**src/rtl/keypad_scan.sv**
```systemverilog
// keypad_scan: 4x4 active-low matrix keypad scanner with tick-based press/release debounce.
// Optional auto-repeat of a held key is compiled in when KEY_REPEAT_EN is defined.
module keypad_scan #(
  parameter int SCAN_DIV     = 100000,
  parameter int DEBOUNCE_CNT = 4,
  parameter int REPEAT_FIRST = 64,
  parameter int REPEAT_NEXT  = 16
) (
  input  logic       clk,
  input  logic       rst,
  input  logic [3:0] row,
  output logic [3:0] col,
  output logic [3:0] key_code,
  output logic       key_valid,
  output logic       key_held
);
  localparam int DIV_W = (SCAN_DIV > 1) ? $clog2(SCAN_DIV) : 1;
  localparam int CNT_W = $clog2(DEBOUNCE_CNT + 1);
  localparam logic [DIV_W-1:0] DIV_LAST = DIV_W'(SCAN_DIV - 1);
  localparam logic [CNT_W-1:0] CNT_DONE = CNT_W'(DEBOUNCE_CNT);

  typedef enum logic [1:0] {SCAN, DEBOUNCE, HOLD, RELEASE} state_t;

  state_t           state_r, state_nxt_s;
  logic [DIV_W-1:0] div_r;
  logic [1:0]       col_idx_r, col_idx_nxt_s;
  logic [3:0]       col_r;
  logic [3:0]       cand_r, cand_nxt_s;
  logic [CNT_W-1:0] stable_cnt_r, stable_nxt_s;
  logic [CNT_W-1:0] rel_cnt_r, rel_nxt_s;
  logic [3:0]       key_code_r;
  logic             key_valid_r;
  logic             key_held_r;
  logic             tick_s, advance_s, accept_s, release_s, repeat_s;

  function automatic logic single_low(input logic [3:0] r);
    logic [3:0] low;
    low = ~r;
    return (low != 4'h0) && ((low & (low - 4'h1)) == 4'h0);
  endfunction

  function automatic logic [1:0] low_index(input logic [3:0] r);
    logic [1:0] idx;
    idx = 2'd0;
    for (int i = 3; i >= 0; i--) begin
      if (!r[i]) idx = 2'(i);
    end
    return idx;
  endfunction

  assign tick_s    = (div_r == DIV_LAST);
  assign col       = col_r;
  assign key_code  = key_code_r;
  assign key_valid = key_valid_r;
  assign key_held  = key_held_r;

  // Next-state logic: all decisions happen only on a scan tick.
  always_comb begin
    state_nxt_s  = state_r;
    cand_nxt_s   = cand_r;
    stable_nxt_s = stable_cnt_r;
    rel_nxt_s    = rel_cnt_r;
    advance_s    = 1'b0;
    accept_s     = 1'b0;
    release_s    = 1'b0;
    if (tick_s) begin
      case (state_r)
        SCAN: begin
          if (row == 4'hF) begin
            advance_s = 1'b1;
          end else if (single_low(row)) begin
            cand_nxt_s   = row;
            stable_nxt_s = CNT_W'(1);
            if (CNT_W'(1) == CNT_DONE) begin
              accept_s = 1'b1;
            end else begin
              state_nxt_s = DEBOUNCE;
            end
          end else begin
            advance_s = 1'b1;
          end
        end
        DEBOUNCE: begin
          if (row != cand_r) begin
            state_nxt_s  = SCAN;
            stable_nxt_s = {CNT_W{1'b0}};
            advance_s    = 1'b1;
          end else if (stable_cnt_r + CNT_W'(1) == CNT_DONE) begin
            accept_s = 1'b1;
          end else begin
            stable_nxt_s = stable_cnt_r + CNT_W'(1);
          end
        end
        HOLD: begin
          if (row != 4'hF) begin
            state_nxt_s = HOLD;
          end else if (CNT_W'(1) == CNT_DONE) begin
            release_s = 1'b1;
          end else begin
            state_nxt_s = RELEASE;
            rel_nxt_s   = CNT_W'(1);
          end
        end
        RELEASE: begin
          if (row != 4'hF) begin
            state_nxt_s = HOLD;
            rel_nxt_s   = {CNT_W{1'b0}};
          end else if (rel_cnt_r + CNT_W'(1) == CNT_DONE) begin
            release_s = 1'b1;
          end else begin
            rel_nxt_s = rel_cnt_r + CNT_W'(1);
          end
        end
        default: begin
          state_nxt_s = SCAN;
        end
      endcase
      if (accept_s) begin
        state_nxt_s  = HOLD;
        stable_nxt_s = {CNT_W{1'b0}};
      end else if (release_s) begin
        state_nxt_s = SCAN;
        rel_nxt_s   = {CNT_W{1'b0}};
        advance_s   = 1'b1;
      end else begin
        state_nxt_s = state_nxt_s;
      end
    end else begin
      state_nxt_s = state_r;
    end
    col_idx_nxt_s = advance_s ? col_idx_r + 2'd1 : col_idx_r;
  end

`ifdef KEY_REPEAT_EN
  localparam int REP_W = $clog2(REPEAT_FIRST + 1);
  logic [REP_W-1:0] rep_cnt_r, rep_nxt_s;

  // Repeat timer: counts ticks spent staying in HOLD; reloads so later repeats are REPEAT_NEXT apart.
  always_comb begin
    rep_nxt_s = rep_cnt_r;
    repeat_s  = 1'b0;
    if (accept_s) begin
      rep_nxt_s = {REP_W{1'b0}};
    end else if (tick_s && (state_r == HOLD) && (row != 4'hF)) begin
      if (rep_cnt_r + REP_W'(1) == REP_W'(REPEAT_FIRST)) begin
        repeat_s  = 1'b1;
        rep_nxt_s = REP_W'(REPEAT_FIRST - REPEAT_NEXT);
      end else begin
        rep_nxt_s = rep_cnt_r + REP_W'(1);
      end
    end else begin
      rep_nxt_s = rep_cnt_r;
    end
  end

  // Repeat timer register.
  always_ff @(posedge clk) begin
    if (rst) begin
      rep_cnt_r <= {REP_W{1'b0}};
    end else begin
      rep_cnt_r <= rep_nxt_s;
    end
  end
`else
  // Constant zero: the repeat parameters have no effect in this build.
  assign repeat_s = (REPEAT_FIRST < 0) && (REPEAT_NEXT < 0);
`endif

  // State, divider, column drive and registered key outputs.
  always_ff @(posedge clk) begin
    if (rst) begin
      state_r      <= SCAN;
      div_r        <= {DIV_W{1'b0}};
      col_idx_r    <= 2'd0;
      col_r        <= 4'b1110;
      cand_r       <= 4'hF;
      stable_cnt_r <= {CNT_W{1'b0}};
      rel_cnt_r    <= {CNT_W{1'b0}};
      key_code_r   <= 4'h0;
      key_valid_r  <= 1'b0;
      key_held_r   <= 1'b0;
    end else begin
      state_r      <= state_nxt_s;
      div_r        <= tick_s ? {DIV_W{1'b0}} : div_r + DIV_W'(1);
      col_idx_r    <= col_idx_nxt_s;
      col_r        <= ~(4'b0001 << col_idx_nxt_s);
      cand_r       <= cand_nxt_s;
      stable_cnt_r <= stable_nxt_s;
      rel_cnt_r    <= rel_nxt_s;
      key_valid_r  <= (accept_s | repeat_s) & ~key_valid_r;
      if (accept_s) begin
        key_code_r <= {low_index(cand_nxt_s), col_idx_r};
        key_held_r <= 1'b1;
      end else if (release_s) begin
        key_held_r <= 1'b0;
      end else begin
        key_held_r <= key_held_r;
      end
    end
  end
endmodule

```
**config.mk**
```make
export PLATFORM = sky130hd
export DESIGN_NAME = keypad_scan
export DESIGN_NICKNAME = d
export VERILOG_FILES = /design/src/rtl/keypad_scan.sv
export SDC_FILE = /design/constraint.sdc
export NUM_CORES = 1
export LEC_CHECK = 0
export BUFFER_PORTS_ARGS = -buffer_cell sky130_fd_sc_hd__buf_4
export CELL_PAD_IN_SITES_DETAIL_PLACEMENT = 1
export CELL_PAD_IN_SITES_GLOBAL_PLACEMENT = 1
export CORE_ASPECT_RATIO = 0.75
export CORE_MARGIN = 2
export CORE_UTILIZATION = 45
export CTS_CLUSTER_SIZE = 16
export DETAILED_ROUTE_END_ITERATION = 6
export GPL_TIMING_DRIVEN = 0
export PLACE_DENSITY = 0.8
export SLEW_MARGIN = 5
export SYNTH_ARGS = -nofsm -noshare
export SYNTH_HDL_FRONTEND = slang
export SYNTH_SLANG_ARGS = --single-unit
```
**constraint.sdc**
```tcl
create_clock -name clk -period 3.4 [get_ports clk]
set_input_delay 0.17 -clock clk [delete_from_list [all_inputs] [get_ports clk]]
set_output_delay 0.17 -clock clk [all_outputs]
set_load 0.02 [all_outputs]
```
Word level (Yosys, flattened, before mapping)
Cells that the tools add are included.
- flip-flop bits (word level): 41
- input bits: 6
- output and inout bits: 10
- word-level logic and storage cells: 94
- add/subtract/negate cells: 5
- equality and inequality tests: 16
- shift operators: 1
- mux-type cells: 48
- bitwise operators: 5
- reduce and logical (&&, ||, !) cells: 9
- operator list (cell ; count):
    $mux W3 ; 10
    $ne A4 B4 Y1 const B ; 6
    $mux W2 ; 11
    $mux W1 ; 19
    $add A17 B1 Y17 const B ; 1
    $eq A17 B17 Y1 const B ; 1
    $mux W4 ; 4
    $pmux W3 S2 ; 2
    $reduce_and A5 Y1 ; 2
    $not A4 Y4 ; 2
    $pmux W2 S4 ; 1
    $add A3 B1 Y3 const B ; 2
    $eq A3 B3 Y1 const B ; 2
    $ne A3 B3 Y1 const B ; 2
    $and A4 B4 Y4 ; 1
    $eq A2 B2 Y1 const B ; 2
    $eq A4 B4 Y1 const B ; 1
    $logic_not A4 Y1 ; 1
    $ne A4 B4 Y1 ; 1
    $reduce_bool A4 Y1 ; 1
    $shl A1 B2 Y4 const A ; 1
    $sub A4 B1 Y4 const B ; 1
    $reduce_bool A3 Y1 ; 1
    $add A2 B1 Y2 const B ; 1
    other kinds (8) ; 8

Longest topological paths before layout
Gate-level depths: netlist of the first run.
- depth after elaboration: 14
- mapped depth: 8

Worst setup path before layout of the first run
OpenSTA, ideal clock, no wires.
- path kind: reg-to-reg
- start point: register div_r[0]
- end point: register cand_r[1]
- library setup time: 129 ps
- arrival: 1767 ps
- required time: 3271 ps
- setup slack: 1503 ps
- stages on the path, launching flop included: 9
- path through: dfxtp_1 -> ha_1 -> and4_1 -> clkbuf_2 -> nand4_1 -> or4_4 -> buf_6 -> mux2i_1 -> nand2_1
- cells in the longest elaborated chain, start to end: 2
- ends and longest elaborated chain (what ; line ; source):
    from (decl) ; 25 ; logic [DIV_W-1:0] div_r;
    from (signal assigned) ; 173 ; div_r <= {DIV_W{1'b0}};
    from (signal assigned) ; 184 ; div_r <= tick_s ? {DIV_W{1'b0}} : div_r + DIV_W'(1);
    $eq A17 B17 Y1 ; 51 ; assign tick_s = (div_r == DIV_LAST);
    $mux W4 ; 66 ; if (tick_s) begin
    to (signal assigned) ; 187 ; cand_r <= cand_nxt_s;
    to (decl) ; 28 ; logic [3:0] cand_r, cand_nxt_s;
No other way between the ends.
A chain may end at the register's enable or synchronous reset.

Worst setup path after layout of the first run
- start point: register div_r[0]
- end point: register cand_r[2]
The elaborated chain is that of the path after synthesis.

==> results of run 1 <==
==> stage by stage <==
stage / util [%] / power (uW) / hold WS, ps / instances
final: 54.7 / 933 / 142 / 298
after global routing: 54.7 / 971 / 165 / 298
after CTS: 54.7 / 941 / 136 / 298
after detailed placement: 51.9 / 533 / 416 / 290
after global placement: 51.9 / 532 / 408 / 290
after floorplan: - / 517 / 295 / 221
==> placed cells by master (no fill, tap or decap), types with 3 or more instances in the layout <==
cell type / Yosys / final
nand2_1: 14 / 14
or3_1: 4 / 4
nor2_1: 23 / 23
and3_1: 3 / 3
nand2b_1: 3 / 3
o211ai_1: 6 / 6
xor2_1: 6 / 6
nand3_1: 10 / 10
a21oi_1: 11 / 11
nor3_1: 5 / 5
and4_1: 3 / 3
a211oi_1: 3 / 3
ha_1: 6 / 6
o21ai_0: 9 / 9
dfxtp_1: 41 / 41
a22oi_1: 3 / 3
xnor2_1: 10 / 10
mux2i_1: 6 / 6
nand4_1: 8 / 8
inv_1: 12 / 12
clkbuf_8: 0 / 6
buf_4: 0 / 14
o21a_1: 3 / 3
clkbuf_1: 6 / 7
==> worst max-delay path, cell delays in order, from the launching register on <==
cell and delay, ps:
dfxtp_1 380, ha_1 230, and4_1 200, clkbuf_2 170, nand4_1 220, or4_4 490
buf_6 160, mux2i_1 140, nand2_1 60
==> registers in the layout, indices dropped and copies added, names as in the netlist <==
| name | count |
|---|---|
| stable_cnt_r | 3 |
| col | 4 |
| div_r | 17 |
| key_code | 4 |
| key_held | 1 |
| rel_cnt_r | 3 |
| col_idx_r | 2 |
| cand_r | 4 |
| state_r | 2 |
| key_valid | 1 |
==> cell usage after synthesis, types with 4 or more instances <==
cell type | count | share of area [%]
a21oi_1 | 11 | 2.8
clkbuf_1 | 6 | 1.1
dfxtp_1 | 41 | 42
ha_1 | 6 | 3.8
inv_1 | 12 | 2.3
mux2i_1 | 6 | 3.0
nand2_1 | 14 | 2.7
nand3_1 | 10 | 2.5
nand4_1 | 8 | 2.5
nor2_1 | 23 | 4.4
nor3_1 | 5 | 1.3
o211ai_1 | 6 | 2.3
o21ai_0 | 9 | 2.3
or3_1 | 4 | 1.3
xnor2_1 | 10 | 4.4
xor2_1 | 6 | 2.7
==> layer usage <==
metal	up-vias	GRT usage (%)	routed length, um
li1	832	-	-
met1	814	30.7	2400
met2	22	32.7	2000
met3	8	4.84	152
met4	0	7.51	55
met5	-	0	0
==> power by group through the flow <==
stage               logic (uW)  registers (uW)  clock network (uW)
floorplan                 20.9             496                   0
global placement          34.7             497                   0
detailed placement        35.7             497                   0
CTS                       36.6             486                 418
global route              40.7             486                 444
finish                    36.4             486                 411
==> worst min path at each step <==
stage,depth (start not counted),endpoint,slack [ps],start
after floorplan,2,cand_r[1],300,row[1]
final,3,cand_r[3],140,row[3]
after CTS,3,cand_r[3],140,row[3]
after global routing,3,cand_r[2],160,row[2]
after global placement,1,key_valid,410,key_valid
after detailed placement,1,key_valid,420,key_valid
==> area by class of cell <==
cell class	instances	area, um^2	share of cell area (%)
Inverter	12	45.0	1.99
Clock buffer	7	86.3	3.82
Multi-Input combinational cell	157	1040	46.2
Timing Repair Buffer	14	105	4.65
Clock inverter	1	30.0	1.33
Sequential cell	41	821	36.3
Tap cell	55	68.8	3.05
Buffer	11	60.1	2.66
==> cell families after synthesis <==
kind of cell	share of synthesized area, %
AND/OR/NAND/NOR	24.5
XOR/XNOR	7.12
adder cells (fa/ha/maj)	3.81
multiplexers	3.05
flip-flops	41.7
buffers and inverters	5.34
AO/OA/AOI/OAI	14.5
==> run metrics, run 1 <==
Worst slew margin 62.4%; Max Cap Violations 0; routed vias/inst 5.62; setup TNS 0 ps; Clock Latency Late Sink 300 ps; maximum VDD drop 0.223 mV; share of total power in sequential cells 52.1%; drc violations 0; Power Density 413 nW/um^2; WS Path Type reg -> reg; count of input and output buffers 14; nets 254; layout cells sized above 1 13.6%; number of synthesized flops with an enable pin 0; initial core utilization 47.7%; chip width 80.4 um; CTS tree built; largest net degree at the start of global routing 13; cells on worst reg2reg path 8; fmax 455 MHz; status completed; H-tree Lvls 2; combinational share of power 3.9%; register area share after synthesis 41.7%; Worst-path clk slew 80 ps; Int Power 735 uW; fill count 514; Tmin final 2200 ps; Final Worst Setup Slack 1200 ps; IO Count 16; Resize count post-CTS 0; asr flop ratio synth 0%; count of different cell masters after synthesis 43; HPWL Detailed 3.25 mm; drt first pass iters 4; Mapped Cells 221; Die Area 4930 um^2; post-detailed-route count of antenna-violating nets 0; WL/cell 15.5 um; Setup crit end kind register; grt total ovfl 0; CTS Sinks 41; placed instance area 2140 um^2; crit path launch div_r[0]; fin. max-slew vios 0; CTS buffer count 5; first-pass GRT wire length 7.91 mm; Clock Skew 5.57 ps; R2R Setup Slk 1200 ps; mapped cell area 1970 um^2; most common flop cell mapped by yosys dfxtp_1; setup bufs post-CTS 0; R2R Path Start div_r[0]; reg2reg end cand_r[2]; Critical Path RT 3570 ps; Hold Crit Class in -> reg; # hold bufs at CTS 0; setup violators final 0; core area 4130 um^2; CP endpoint cand_r[2]; Mapped Avg Cell Area 8.91 um^2; root buf cell clkbuf_8; worst slew pin tran 561 ps; worst-path maximum fanout 7; DP Worst Slack 1240 ps; Net Count, Synth 233; clock power share 44.0%; Synth warnings 0; Net Sw Power 198 uW; CP arrival 2360 ps; final instance area 2260 um^2; vias post-DR 1,676; initial antenna violation count 0; Rows 20; Placer Congestion 0.761; RSZ-0062 raised after global routing false; leakage 0.000836 uW; Hold Vio Cnt, Final 0; period utilization 64.6%; number of DRC markers in iteration 0 51; register bit total from synthesis 41; Switching Fraction 21.2%; crit path launch type register; Antenna Diode Count 0; Vert. Die Dim 61.3 um; GRT Total Usage 21.6%; Clock Tree Buf Depth 2; Area growth syn-to-layout 14.7%; vias in the first global route 1,609; WL final 4.61 mm
(Power assumes the default switching activity.)
==> run 2, diff against run 1 <==
==> constraint.sdc (replaced) <==
create_clock -name clk -period 2.3 [get_ports clk]
set_input_delay 0.115 -clock clk [delete_from_list [all_inputs] [get_ports clk]]
set_output_delay 0.115 -clock clk [all_outputs]
set_load 0.02 [all_outputs]
==> run 2 against run 1 <==
Compared with the run above:
- routed wire length increased by 1.5%
- clock skew increased by 1.2 ps
- setup slack got worse by 1100 ps
- count of clock-buffer cells in the layout unchanged
- cell count rose by 0.67%
- die area unchanged
- clock power increased by 49%
- sequential share of layout area decreased by 0.21 points
- critical path depth stayed put
- utilization grew 0.48 points
- largest cell class unchanged
- largest power group unchanged
==> run metrics, run 2 (same netlist as run 1, synthesis figures left out) <==
status completed; setup violators final 0; Setup crit end kind register; CP peak stage delay 490 ps; RSZ-0062 raised after global routing false; H-tree Lvls 2; nets 256; most common cell after layout, fill and taps aside dfxtp_1; GRT Total Usage 21.6%; initial core utilization 47.7%; maximum VDD drop 0.277 mV; fin. max-slew vios 0; IO Count 16; CTS tree built; Placer Congestion 0.761; Power Density 607 nW/um^2; Worst slew margin 61.3%; Placed Cells incl. Taps 290; drc violations 0; Net Sw Power 297 uW; post-detailed-route count of antenna-violating nets 0; WL final 4.67 mm; root buf cell clkbuf_8; core area 4130 um^2; Reg with most FFs div_r; drt first pass iters 4; CTS buffer count 5; WS Path Type reg -> reg; number of DRC markers in iteration 0 41; Die Area 4930 um^2; initial antenna violation count 0; Vert. Die Dim 61.3 um; Clock Latency Late Sink 300 ps; # hold bufs at CTS 0; crit path launch type register; CTS Sinks 41; Hold Crit Class in -> reg; worst-path maximum fanout 7; CP max stage cell or4_4; Hold Vio Cnt, Final 0; WL/cell 15.6 um; non-filler cells, final 300; count of input and output buffers 14; routed vias/inst 5.60; CP arrival 2320 ps; Switching Fraction 21.4%; Clock Skew 6.74 ps; vias post-DR 1,681; grt total ovfl 0; Max Cap Violations 0; fmax 465 MHz; chip width 80.4 um; HPWL Detailed 3.25 mm; clock power share 44.1%; worst slew pin tran 577 ps; vias in the first global route 1,609; crit path cell chain ha_2, and4_1, clkbuf_2, nand4_1, or4_4, buf_6, mux2i_1, nand2_1; Critical Path RT 2470 ps; Tmin final 2150 ps; Final Power 1380 uW; first-pass GRT wire length 7.91 mm; setup TNS 0 ps; combinational share of power 3.9%; share of total power in sequential cells 51.9%; largest net degree at the start of global routing 13; most frequent cells in the layout dfxtp_1 (39), nor2_1 (23), buf_4 (16); layout cells sized above 1 15.5%; fill count 513; period utilization 93.5%; Rows 20; Antenna Diode Count 0; Area growth syn-to-layout 15.8%; Top delay family on crit path simple AND/OR/NAND/NOR gates; Worst-path clk slew 80 ps; leakage 0.000845 uW; CP bufs+invs 2; Clock Tree Buf Depth 2; Int Power 1090 uW; Largest register FFs 17
## run 2: cell count changes in the layout (fill, tap and decap cells not counted)
cell and delta:
ha_1 -1, dfxtp_2 +2, buf_4 +2, dfxtp_1 -2, ha_2 +1
## run 2: per-layer routing
layer | wire length, um | part of all wire, % | up-vias | track usage [%]
li1 | - | - | 835 | -
met1 | 2450 | 52 | 822 | 30.7
met2 | 2040 | 44 | 17 | 32.7
met3 | 125 | 2.7 | 7 | 4.84
met4 | 62 | 1.3 | 0 | 7.51
met5 | 0 | 0 | - | 0
## run 2: metrics by stage
step,cell area [um^2],worst slack (ps),hold WS [ps],utilization (%)
after global placement,2140,173,385,51.9
after floorplan,1970,403,240,-
final,2280,149,83.2,55.2
after CTS,2260,91.4,81.5,54.7
after detailed placement,2140,142,389,51.9
after global routing,2280,38.2,110,55.2
## run 2: power by group through the flow
stage	clock network, uW	logic [uW]	registers (uW)
2_1_floorplan	0	30.9	734
3_3_place_gp	0	51.3	735
3_5_place_dp	0	52.8	735
4_1_cts	618	54.1	718
5_1_grt	654	60.9	720
6_report	611	54.5	719
## run 2: tightest hold or removal path, cell delays in order
cell     delay (ps)
buf_4           110
mux2i_1          70
nand2_1          60
## run 2: cell type report
class	count	area (um^2)	share of cell area [%]
multi-input cells	157	1050	45.9
flip-flops and latches	41	823	36.1
repair buffers	16	120	5.27
clock buffers	7	86.3	3.79
well taps	55	68.8	3.02
plain buffers	11	60.1	2.63
inverters	12	45.0	1.98
clock inverters	1	30.0	1.32
## run 2: timing repair
item | CTS | global route
setup endpoints to repair | 0 | 7
gates resized for setup | 0 | 3
buffers inserted | 0 | 2
## run 2: final timing paths
check,startpoint,to,slack (ps),cells after the start
setup / recovery,div_r[0],cand_r[2],150,8
hold / removal,row[3],cand_r[3],80,3
setup reg to reg,div_r[0],cand_r[2],150,8
hold reg to reg,key_valid,key_valid,420,1
